$ cat src/rtl/riscv_decode_stage.sv
// RV32I decode stage between fetch and execute. Instructions enter through a
// valid/ready handshake and are decoded combinationally. The decoded control
// bundles queue in a small FIFO until execute takes them. The stage also
// tracks halt instructions (ECALL/EBREAK), supports a synchronous flush and
// counts retired decodes.
module riscv_decode_stage #(
  parameter int XLEN       = 32,
  parameter int FIFO_DEPTH = 2,
  parameter int CNT_W      = 16
) (
  input  logic             clock,
  input  logic             nReset,
  input  logic             in_valid,
  output logic             in_ready,
  input  logic [31:0]      in_instr,
  input  logic [XLEN-1:0]  in_pc,
  input  logic             flush,
  output logic             out_valid,
  input  logic             out_ready,
  output logic [XLEN-1:0]  out_pc,
  output logic [4:0]       out_rs1,
  output logic [4:0]       out_rs2,
  output logic [4:0]       out_rd,
  output logic [XLEN-1:0]  out_imm,
  output logic [3:0]       out_alu_func,
  output logic [2:0]       out_wdata_sel,
  output logic [2:0]       out_op2_immediate,
  output logic             out_op1_pc,
  output logic             out_op1_zero,
  output logic [2:0]       out_load_control,
  output logic [1:0]       out_store_control,
  output logic [2:0]       out_branch,
  output logic             out_illegal,
  output logic             program_done,
  output logic [CNT_W-1:0] instr_count
);

  localparam int PTR_W = (FIFO_DEPTH > 1) ? $clog2(FIFO_DEPTH) : 1;
  localparam int OCC_W = $clog2(FIFO_DEPTH + 1);
  localparam logic [OCC_W-1:0] DEPTH_C   = OCC_W'(FIFO_DEPTH);
  localparam logic [PTR_W-1:0] LAST_PTR  = PTR_W'(FIFO_DEPTH - 1);

  // Opcodes of the RV32I base set.
  localparam logic [6:0] OPC_LUI      = 7'b0110111;
  localparam logic [6:0] OPC_AUIPC    = 7'b0010111;
  localparam logic [6:0] OPC_JAL      = 7'b1101111;
  localparam logic [6:0] OPC_JALR     = 7'b1100111;
  localparam logic [6:0] OPC_BRANCH   = 7'b1100011;
  localparam logic [6:0] OPC_LOAD     = 7'b0000011;
  localparam logic [6:0] OPC_STORE    = 7'b0100011;
  localparam logic [6:0] OPC_OP_IMM   = 7'b0010011;
  localparam logic [6:0] OPC_OP       = 7'b0110011;
  localparam logic [6:0] OPC_MISC_MEM = 7'b0001111;
  localparam logic [6:0] OPC_SYSTEM   = 7'b1110011;

  localparam logic [31:0] INSTR_ECALL  = 32'h0000_0073;
  localparam logic [31:0] INSTR_EBREAK = 32'h0010_0073;

  // ALU function codes.
  localparam logic [3:0] ALU_ADD  = 4'd0;
  localparam logic [3:0] ALU_SUB  = 4'd1;
  localparam logic [3:0] ALU_SLL  = 4'd2;
  localparam logic [3:0] ALU_SLT  = 4'd3;
  localparam logic [3:0] ALU_SLTU = 4'd4;
  localparam logic [3:0] ALU_XOR  = 4'd5;
  localparam logic [3:0] ALU_SRL  = 4'd6;
  localparam logic [3:0] ALU_SRA  = 4'd7;
  localparam logic [3:0] ALU_OR   = 4'd8;
  localparam logic [3:0] ALU_AND  = 4'd9;

  // Register-file write source.
  localparam logic [2:0] WSEL_ALU = 3'd0;
  localparam logic [2:0] WSEL_MEM = 3'd1;
  localparam logic [2:0] WSEL_PC4 = 3'd2;

  // Operand-2 immediate format (REG = use rs2).
  localparam logic [2:0] OP2_REG = 3'd0;
  localparam logic [2:0] OP2_I   = 3'd1;
  localparam logic [2:0] OP2_S   = 3'd2;
  localparam logic [2:0] OP2_B   = 3'd3;
  localparam logic [2:0] OP2_U   = 3'd4;
  localparam logic [2:0] OP2_J   = 3'd5;

  localparam logic [2:0] LD_NONE = 3'd0;
  localparam logic [2:0] LD_LB   = 3'd1;
  localparam logic [2:0] LD_LH   = 3'd2;
  localparam logic [2:0] LD_LW   = 3'd3;
  localparam logic [2:0] LD_LBU  = 3'd4;
  localparam logic [2:0] LD_LHU  = 3'd5;

  localparam logic [1:0] ST_NONE = 2'd0;
  localparam logic [1:0] ST_SB   = 2'd1;
  localparam logic [1:0] ST_SH   = 2'd2;
  localparam logic [1:0] ST_SW   = 2'd3;

  localparam logic [2:0] BR_NONE = 3'd0;
  localparam logic [2:0] BR_BEQ  = 3'd1;
  localparam logic [2:0] BR_BNE  = 3'd2;
  localparam logic [2:0] BR_BLT  = 3'd3;
  localparam logic [2:0] BR_BGE  = 3'd4;
  localparam logic [2:0] BR_BLTU = 3'd5;
  localparam logic [2:0] BR_BGEU = 3'd6;
  localparam logic [2:0] BR_JUMP = 3'd7;

  typedef struct packed {
    logic [XLEN-1:0] pc;
    logic [4:0]      rs1;
    logic [4:0]      rs2;
    logic [4:0]      rd;
    logic [XLEN-1:0] imm;
    logic [3:0]      alu_func;
    logic [2:0]      wdata_sel;
    logic [2:0]      op2_immediate;
    logic            op1_pc;
    logic            op1_zero;
    logic [2:0]      load_control;
    logic [1:0]      store_control;
    logic [2:0]      branch;
    logic            illegal;
    logic            halt;
  } bundle_t;

  // Shared ALU selection for OP and OP-IMM; alt picks SUB/SRA.
  function automatic logic [3:0] alu_op(input logic [2:0] funct3, input logic alt);
    case (funct3)
      3'b000:  alu_op = alt ? ALU_SUB : ALU_ADD;
      3'b001:  alu_op = ALU_SLL;
      3'b010:  alu_op = ALU_SLT;
      3'b011:  alu_op = ALU_SLTU;
      3'b100:  alu_op = ALU_XOR;
      3'b101:  alu_op = alt ? ALU_SRA : ALU_SRL;
      3'b110:  alu_op = ALU_OR;
      default: alu_op = ALU_AND;
    endcase
  endfunction

  // Pointers wrap at FIFO_DEPTH, which need not fill the pointer width.
  function automatic logic [PTR_W-1:0] ptr_inc(input logic [PTR_W-1:0] ptr);
    ptr_inc = (ptr == LAST_PTR) ? '0 : ptr + 1'b1;
  endfunction

  logic [6:0]  opcode;
  logic [2:0]  funct3;
  logic [4:0]  rd_f, rs1_f, rs2_f;
  logic [31:0] imm_i, imm_s, imm_b, imm_u, imm_j, imm32;
  bundle_t     dec;

  assign opcode = in_instr[6:0];
  assign funct3 = in_instr[14:12];
  assign rd_f   = in_instr[11:7];
  assign rs1_f  = in_instr[19:15];
  assign rs2_f  = in_instr[24:20];
  assign imm_i  = {{20{in_instr[31]}}, in_instr[31:20]};
  assign imm_s  = {{20{in_instr[31]}}, in_instr[31:25], in_instr[11:7]};
  assign imm_b  = {{19{in_instr[31]}}, in_instr[31], in_instr[7], in_instr[30:25],
                   in_instr[11:8], 1'b0};
  assign imm_u  = {in_instr[31:12], 12'b0};
  assign imm_j  = {{11{in_instr[31]}}, in_instr[31], in_instr[19:12], in_instr[20],
                   in_instr[30:21], 1'b0};

  // Decode the presented instruction into a control bundle.
  // NOTE: every field gets a default before the case, so no path leaves a
  // combinational output unassigned and no latch is inferred.
  always_comb begin
    dec               = '0;
    dec.pc            = in_pc;
    dec.alu_func      = ALU_ADD;
    dec.wdata_sel     = WSEL_ALU;
    dec.op2_immediate = OP2_REG;
    dec.load_control  = LD_NONE;
    dec.store_control = ST_NONE;
    dec.branch        = BR_NONE;
    dec.halt          = (in_instr == INSTR_ECALL) || (in_instr == INSTR_EBREAK);
    imm32             = '0;
    case (opcode)
      OPC_OP: begin
        dec.rd       = rd_f;
        dec.rs1      = rs1_f;
        dec.rs2      = rs2_f;
        dec.alu_func = alu_op(funct3, in_instr[30]);
      end
      OPC_OP_IMM: begin
        dec.rd            = rd_f;
        dec.rs1           = rs1_f;
        dec.op2_immediate = OP2_I;
        imm32             = imm_i;
        dec.alu_func      = alu_op(funct3, (funct3 == 3'b101) && in_instr[30]);
      end
      OPC_LOAD: begin
        dec.rd            = rd_f;
        dec.rs1           = rs1_f;
        dec.op2_immediate = OP2_I;
        dec.wdata_sel     = WSEL_MEM;
        imm32             = imm_i;
        case (funct3)
          3'b000:  dec.load_control = LD_LB;
          3'b001:  dec.load_control = LD_LH;
          3'b010:  dec.load_control = LD_LW;
          3'b100:  dec.load_control = LD_LBU;
          3'b101:  dec.load_control = LD_LHU;
          default: dec.load_control = LD_NONE;
        endcase
      end
      OPC_STORE: begin
        dec.rs1           = rs1_f;
        dec.rs2           = rs2_f;
        dec.op2_immediate = OP2_S;
        imm32             = imm_s;
        case (funct3)
          3'b000:  dec.store_control = ST_SB;
          3'b001:  dec.store_control = ST_SH;
          3'b010:  dec.store_control = ST_SW;
          default: dec.store_control = ST_NONE;
        endcase
      end
      OPC_BRANCH: begin
        dec.rs1           = rs1_f;
        dec.rs2           = rs2_f;
        dec.op2_immediate = OP2_B;
        dec.op1_pc        = 1'b1;
        imm32             = imm_b;
        case (funct3)
          3'b000:  dec.branch = BR_BEQ;
          3'b001:  dec.branch = BR_BNE;
          3'b100:  dec.branch = BR_BLT;
          3'b101:  dec.branch = BR_BGE;
          3'b110:  dec.branch = BR_BLTU;
          3'b111:  dec.branch = BR_BGEU;
          default: dec.branch = BR_NONE;
        endcase
      end
      OPC_JAL: begin
        dec.rd            = rd_f;
        dec.op2_immediate = OP2_J;
        dec.op1_pc        = 1'b1;
        dec.wdata_sel     = WSEL_PC4;
        dec.branch        = BR_JUMP;
        imm32             = imm_j;
      end
      OPC_JALR: begin
        dec.rd            = rd_f;
        dec.rs1           = rs1_f;
        dec.op2_immediate = OP2_I;
        dec.wdata_sel     = WSEL_PC4;
        dec.branch        = BR_JUMP;
        imm32             = imm_i;
      end
      OPC_LUI: begin
        dec.rd            = rd_f;
        dec.op2_immediate = OP2_U;
        dec.op1_zero      = 1'b1;
        imm32             = imm_u;
      end
      OPC_AUIPC: begin
        dec.rd            = rd_f;
        dec.op2_immediate = OP2_U;
        dec.op1_pc        = 1'b1;
        imm32             = imm_u;
      end
      OPC_MISC_MEM, OPC_SYSTEM: begin
        // Legal, but no architectural effect at this stage beyond halt.
      end
      default: dec.illegal = 1'b1;
    endcase
    dec.imm = XLEN'($signed(imm32));
  end

  bundle_t              mem_q [FIFO_DEPTH];
  bundle_t              head;
  logic [PTR_W-1:0]     wr_ptr_q, wr_ptr_d, rd_ptr_q, rd_ptr_d;
  logic [OCC_W-1:0]     count_q, count_d;
  logic                 halt_pending_q, halt_pending_d;
  logic                 program_done_q, program_done_d;
  logic [CNT_W-1:0]     instr_count_q, instr_count_d;
  logic                 full, empty, push, pop;

  assign head     = mem_q[rd_ptr_q];
  assign full     = (count_q == DEPTH_C);
  assign empty    = (count_q == '0);
  assign in_ready = !full && !halt_pending_q && !flush;
  assign push     = in_valid && in_ready;
  assign pop      = !empty && out_ready && !flush;

  // Next-state for queue bookkeeping, halt latch, done flag and counter.
  always_comb begin
    wr_ptr_d       = wr_ptr_q;
    rd_ptr_d       = rd_ptr_q;
    count_d        = count_q;
    halt_pending_d = halt_pending_q;
    program_done_d = program_done_q;
    instr_count_d  = instr_count_q;
    if (flush) begin
      wr_ptr_d       = '0;
      rd_ptr_d       = '0;
      count_d        = '0;
      halt_pending_d = 1'b0;
    end else begin
      if (push) begin
        wr_ptr_d = ptr_inc(wr_ptr_q);
        if (dec.halt) halt_pending_d = 1'b1;
      end
      if (pop) begin
        rd_ptr_d = ptr_inc(rd_ptr_q);
        if (head.halt) program_done_d = 1'b1;
        if (instr_count_q != '1) instr_count_d = instr_count_q + 1'b1;
      end
      if (push && !pop)      count_d = count_q + 1'b1;
      else if (!push && pop) count_d = count_q - 1'b1;
    end
  end

  // Control state register.
  // NOTE: sequential state uses non-blocking assignments so every flop
  // samples the pre-edge values regardless of statement order.
  always_ff @(posedge clock or negedge nReset) begin
    if (!nReset) begin
      wr_ptr_q       <= '0;
      rd_ptr_q       <= '0;
      count_q        <= '0;
      halt_pending_q <= 1'b0;
      program_done_q <= 1'b0;
      instr_count_q  <= '0;
    end else begin
      wr_ptr_q       <= wr_ptr_d;
      rd_ptr_q       <= rd_ptr_d;
      count_q        <= count_d;
      halt_pending_q <= halt_pending_d;
      program_done_q <= program_done_d;
      instr_count_q  <= instr_count_d;
    end
  end

  // Bundle storage, written at the push edge.
  // NOTE: the storage array is deliberately not reset; resetting the
  // occupancy makes old entries unreachable and the outputs are gated by
  // out_valid, so stale contents are never visible.
  always_ff @(posedge clock) begin
    if (push) mem_q[wr_ptr_q] <= dec;
  end

  bundle_t out_b;

  // Present the head bundle, forcing every field to zero when empty.
  always_comb begin
    out_b = empty ? '0 : head;
  end

  assign out_valid         = !empty;
  assign out_pc            = out_b.pc;
  assign out_rs1           = out_b.rs1;
  assign out_rs2           = out_b.rs2;
  assign out_rd            = out_b.rd;
  assign out_imm           = out_b.imm;
  assign out_alu_func      = out_b.alu_func;
  assign out_wdata_sel     = out_b.wdata_sel;
  assign out_op2_immediate = out_b.op2_immediate;
  assign out_op1_pc        = out_b.op1_pc;
  assign out_op1_zero      = out_b.op1_zero;
  assign out_load_control  = out_b.load_control;
  assign out_store_control = out_b.store_control;
  assign out_branch        = out_b.branch;
  assign out_illegal       = out_b.illegal;
  assign program_done      = program_done_q;
  assign instr_count       = instr_count_q;

endmodule

$ cat config.mk
export PLATFORM = sky130hd
export DESIGN_NAME = riscv_decode_stage
export DESIGN_NICKNAME = d
export VERILOG_FILES = /design/src/rtl/riscv_decode_stage.sv
export SDC_FILE = /design/constraint.sdc
export NUM_CORES = 1
export LEC_CHECK = 0
export BUFFER_PORTS_ARGS = -buffer_cell sky130_fd_sc_hd__buf_4
export CORE_MARGIN = 3
export CORE_UTILIZATION = 40
export DETAILED_ROUTE_END_ITERATION = 6
export GPL_ROUTABILITY_DRIVEN = 0
export PLACE_DENSITY = 0.61
export SLEW_MARGIN = 20
export SYNTH_ARGS = -nofsm -noshare
export SYNTH_HDL_FRONTEND = slang
export SYNTH_SLANG_ARGS = --single-unit
$ cat constraint.sdc
create_clock -name clock -period 6.7 [get_ports clock]
set_clock_uncertainty 0.05 [all_clocks]
set_input_delay 1.34 -clock clock [delete_from_list [all_inputs] [get_ports clock]]
set_output_delay 1.34 -clock clock [all_outputs]
set_load 0.005 [all_outputs]
==> results.sh <==
export IMPL_p_seq_share_pct=48.8
export IMPL_drive_gt1_share_pct=28.20
export IMPL_p_int_mw=2.543
export IMPL_cts_sinks=222
export IMPL_grt_overflow=0
export IMPL_peakVddDrop_v=0.0002047
export IMPL_crit_top_cell="buf_4"
export IMPL_coreArea_um2=23050
export IMPL_cts_resized=0
export IMPL_tightest_slew_ps=1014
export IMPL_min_period_over_period_pct=60.55
export IMPL_powerDensity_nw_per_um2=270.0
export IMPL_tns_ps=0
export IMPL_slew_violations=0
export IMPL_status="finished, final reports clean"
export IMPL_setup_violations=0
export IMPL_hold_path_class="reg -> reg"
export IMPL_postSynthAreaPerCell_um2=14.02
export IMPL_dr_first_iter_drc_count=358
export IMPL_clk_pin_slew_ps=60
export IMPL_leakagePower_nw=4.699
export IMPL_ys_seq_area_share_pct=68.78
export IMPL_synthTopCellsByArea="edfxtp_1 (63%), mux2i_1 (11%), dfrtp_1 (5.8%)"
export IMPL_postLayoutCellArea_um2=12100
export IMPL_hold_buffers=0
export IMPL_dr_total_vias=6019
export IMPL_cts_root_buffer="clkbuf_16"
export IMPL_grt_max_degree=69
export IMPL_cts_buffer_depth=3
export IMPL_combPwrFrac_pct=8.5
export IMPL_die_w_um=160.4
export IMPL_synth_commonest_cells="edfxtp_1 (200), nor2_1 (118), mux2i_1 (102)"
export IMPL_critical_path_endpoint_type="output port"
export IMPL_nNetsFinal=934
export IMPL_fin_crit_ps=4057
export IMPL_hold_viol_final=0
export IMPL_grt_setup_unrepaired="false"
export IMPL_syn_nets=750
export IMPL_cp_arrival_ps=2670
export IMPL_swShare_pct=22.13
export IMPL_grt_pass1_vias=6016
export IMPL_synthesis_area_um2=9533
export IMPL_firstDrtPassIters=4
export IMPL_grt_use_total_pct=16.62
export IMPL_critPathSlowestCell="dfrtp_4"
export IMPL_yosysMostFrequentCell="edfxtp_1"
export IMPL_diodes=0
export IMPL_grt_pass1_wl_mm=33.94
export IMPL_ys_warn_count=0
export IMPL_viasPerCell=5.033
export IMPL_critical_path_class="reg -> out"
export IMPL_drc=0
export IMPL_wl_per_cell_um=18.46
export IMPL_hold_slack_ps=433.4
export IMPL_insertion_delay_ps=520
export IMPL_ys_async_sr_fraction_pct=9.910
export IMPL_crit_required_ps=5310
export IMPL_initial_core_util_pct=41.35
export IMPL_dp_hpwl_mm=14.92
export IMPL_slowest_delay_ps=980
export IMPL_postCtsSetupRepairBufs=0
export IMPL_fin_ws_ps=2643
export IMPL_syn_inst=680
export IMPL_routed_wl_mm=22.07
export IMPL_ant_nets=0
export IMPL_cap_violations=0
export IMPL_place_area_um2=11240
export IMPL_p_clk_share_pct=42.7
export IMPL_ys_types=60
export IMPL_tritoncts="built"
export IMPL_ys_ff_latch=222
export IMPL_antenna_found_initial=0
export IMPL_pre_cts_slack_ps=2995
export IMPL_dieArea_um2=25720
export IMPL_portBuffers=186
export IMPL_cp_start_kind="flip-flop"
export IMPL_slew_headroom_pct=32.42
export IMPL_crit_chain="buf_4 > mux2i_1 > nor2_1 > buf_4"
export IMPL_synth_top_area_share_pct=63.00
export IMPL_path_max_fanout=48
export IMPL_synth_edf_count=200
export IMPL_htree_levels=1
export IMPL_synth_top_cell_by_area="edfxtp_1"
export IMPL_fmax_ghz=0.2465
export IMPL_p_switching_uw=722.6
export IMPL_numCtsBuffers=26
export IMPL_synth_flop_cell="edfxtp_1"
export IMPL_area_delta_synth_final_pct=26.91
export IMPL_die_h_um=160.4
export IMPL_rows=55
export IMPL_ioPinCount=188
[flip-flops by register name, indices dropped and copies added, names as in the netlist]
register / count
rd_ptr_q: 1
count_q: 2
instr_count: 16
mem_q: 200
wr_ptr_q: 1
halt_pending_q: 1
program_done: 1
[power by group through the flow]
stage / combinational (mW) / clock (mW) / sequential (mW)
2_1_floorplan: 0.145 / 0 / 1.61
3_3_place_gp: 0.282 / 0 / 1.62
3_5_place_dp: 0.283 / 0 / 1.62
4_1_cts: 0.284 / 1.43 / 1.59
5_1_grt: 0.307 / 1.48 / 1.60
6_report: 0.278 / 1.39 / 1.59
[critical path: cells and delay by family, from the launching register on]
kind / cells / cell delay, ps
and+or+nand+nor: 1 / 200
muxes: 1 / 140
buffers and inverters: 2 / 740
DFF: 1 / 980
[routing by layer]
metal	vias up	part of all wire, %	global-route usage (%)
li1	2877	-	-
met1	2933	47	23.91
met2	178	46	26.35
met3	31	5.7	3.276
met4	0	1.8	3.708
met5	-	0	0
[cell usage in the layout (no fill, tap or decap), drive strengths merged, types with 2 or more instances in the layout]
master and count:
a21o 21, clkinvlp 2, nand3b 2, buf 193, clkinv 11, xor2 2, nor3b 3, nor2b 12
and3 7, nor3 7, inv 6, o21a 2, nor4 7, a21oi 12, o21ai 9, nand2b 2
nand3 13, xnor2 13, clkbuf 31, mux2 4, edfxtp 200, bufinv 3, nand4 9, mux2i 102
a22o 5, nor2 118, and2 23, dfrtp 22, and4 3, nand2 16
[final cells by class]
type / count / area [um^2]
sequential: 222 / 6560
multi-input combinational: 415 / 2814
tap: 313 / 391.6
timing repair buffer: 193 / 1449
clock buffer: 31 / 690.7
fill: 1960 / 10960
clock inverter: 16 / 170.2
inverter: 6 / 22.52
[final timing paths]
check | cells past startpoint | endpoint | slack (ps) | startpoint
min in group asynchronous | 1 | wr_ptr_q | 650 | nReset
max reg2reg | 4 | mem_q[1][22] | 4000 | count_q[1]
max in group asynchronous | 1 | rd_ptr_q | 5690 | nReset
min reg2reg | 1 | program_done | 430 | program_done
min | 1 | program_done | 430 | program_done
max | 4 | out_rs1[1] | 2640 | rd_ptr_q
[metrics by stage]
step	cells	power (mW)	utilization, %
2_1_floorplan	680	1.758	-
5_1_grt	1196	3.390	52.48
6_report	1196	3.266	52.48
3_3_place_gp	1149	1.904	48.74
4_1_cts	1196	3.308	52.48
3_5_place_dp	1149	1.906	48.74
[cells by family after synthesis]
logic type,Yosys count,share of synthesized area [%]
compound gates,60,4.371
flops,222,68.78
simple gates,232,12.21
buf+inv,43,1.916
other cells,1,0.03934
fa+ha+maj,1,0.1312
mux,106,11.18
xor+xnor,15,1.378
Note: power is estimated with default switching activity, not from simulation.
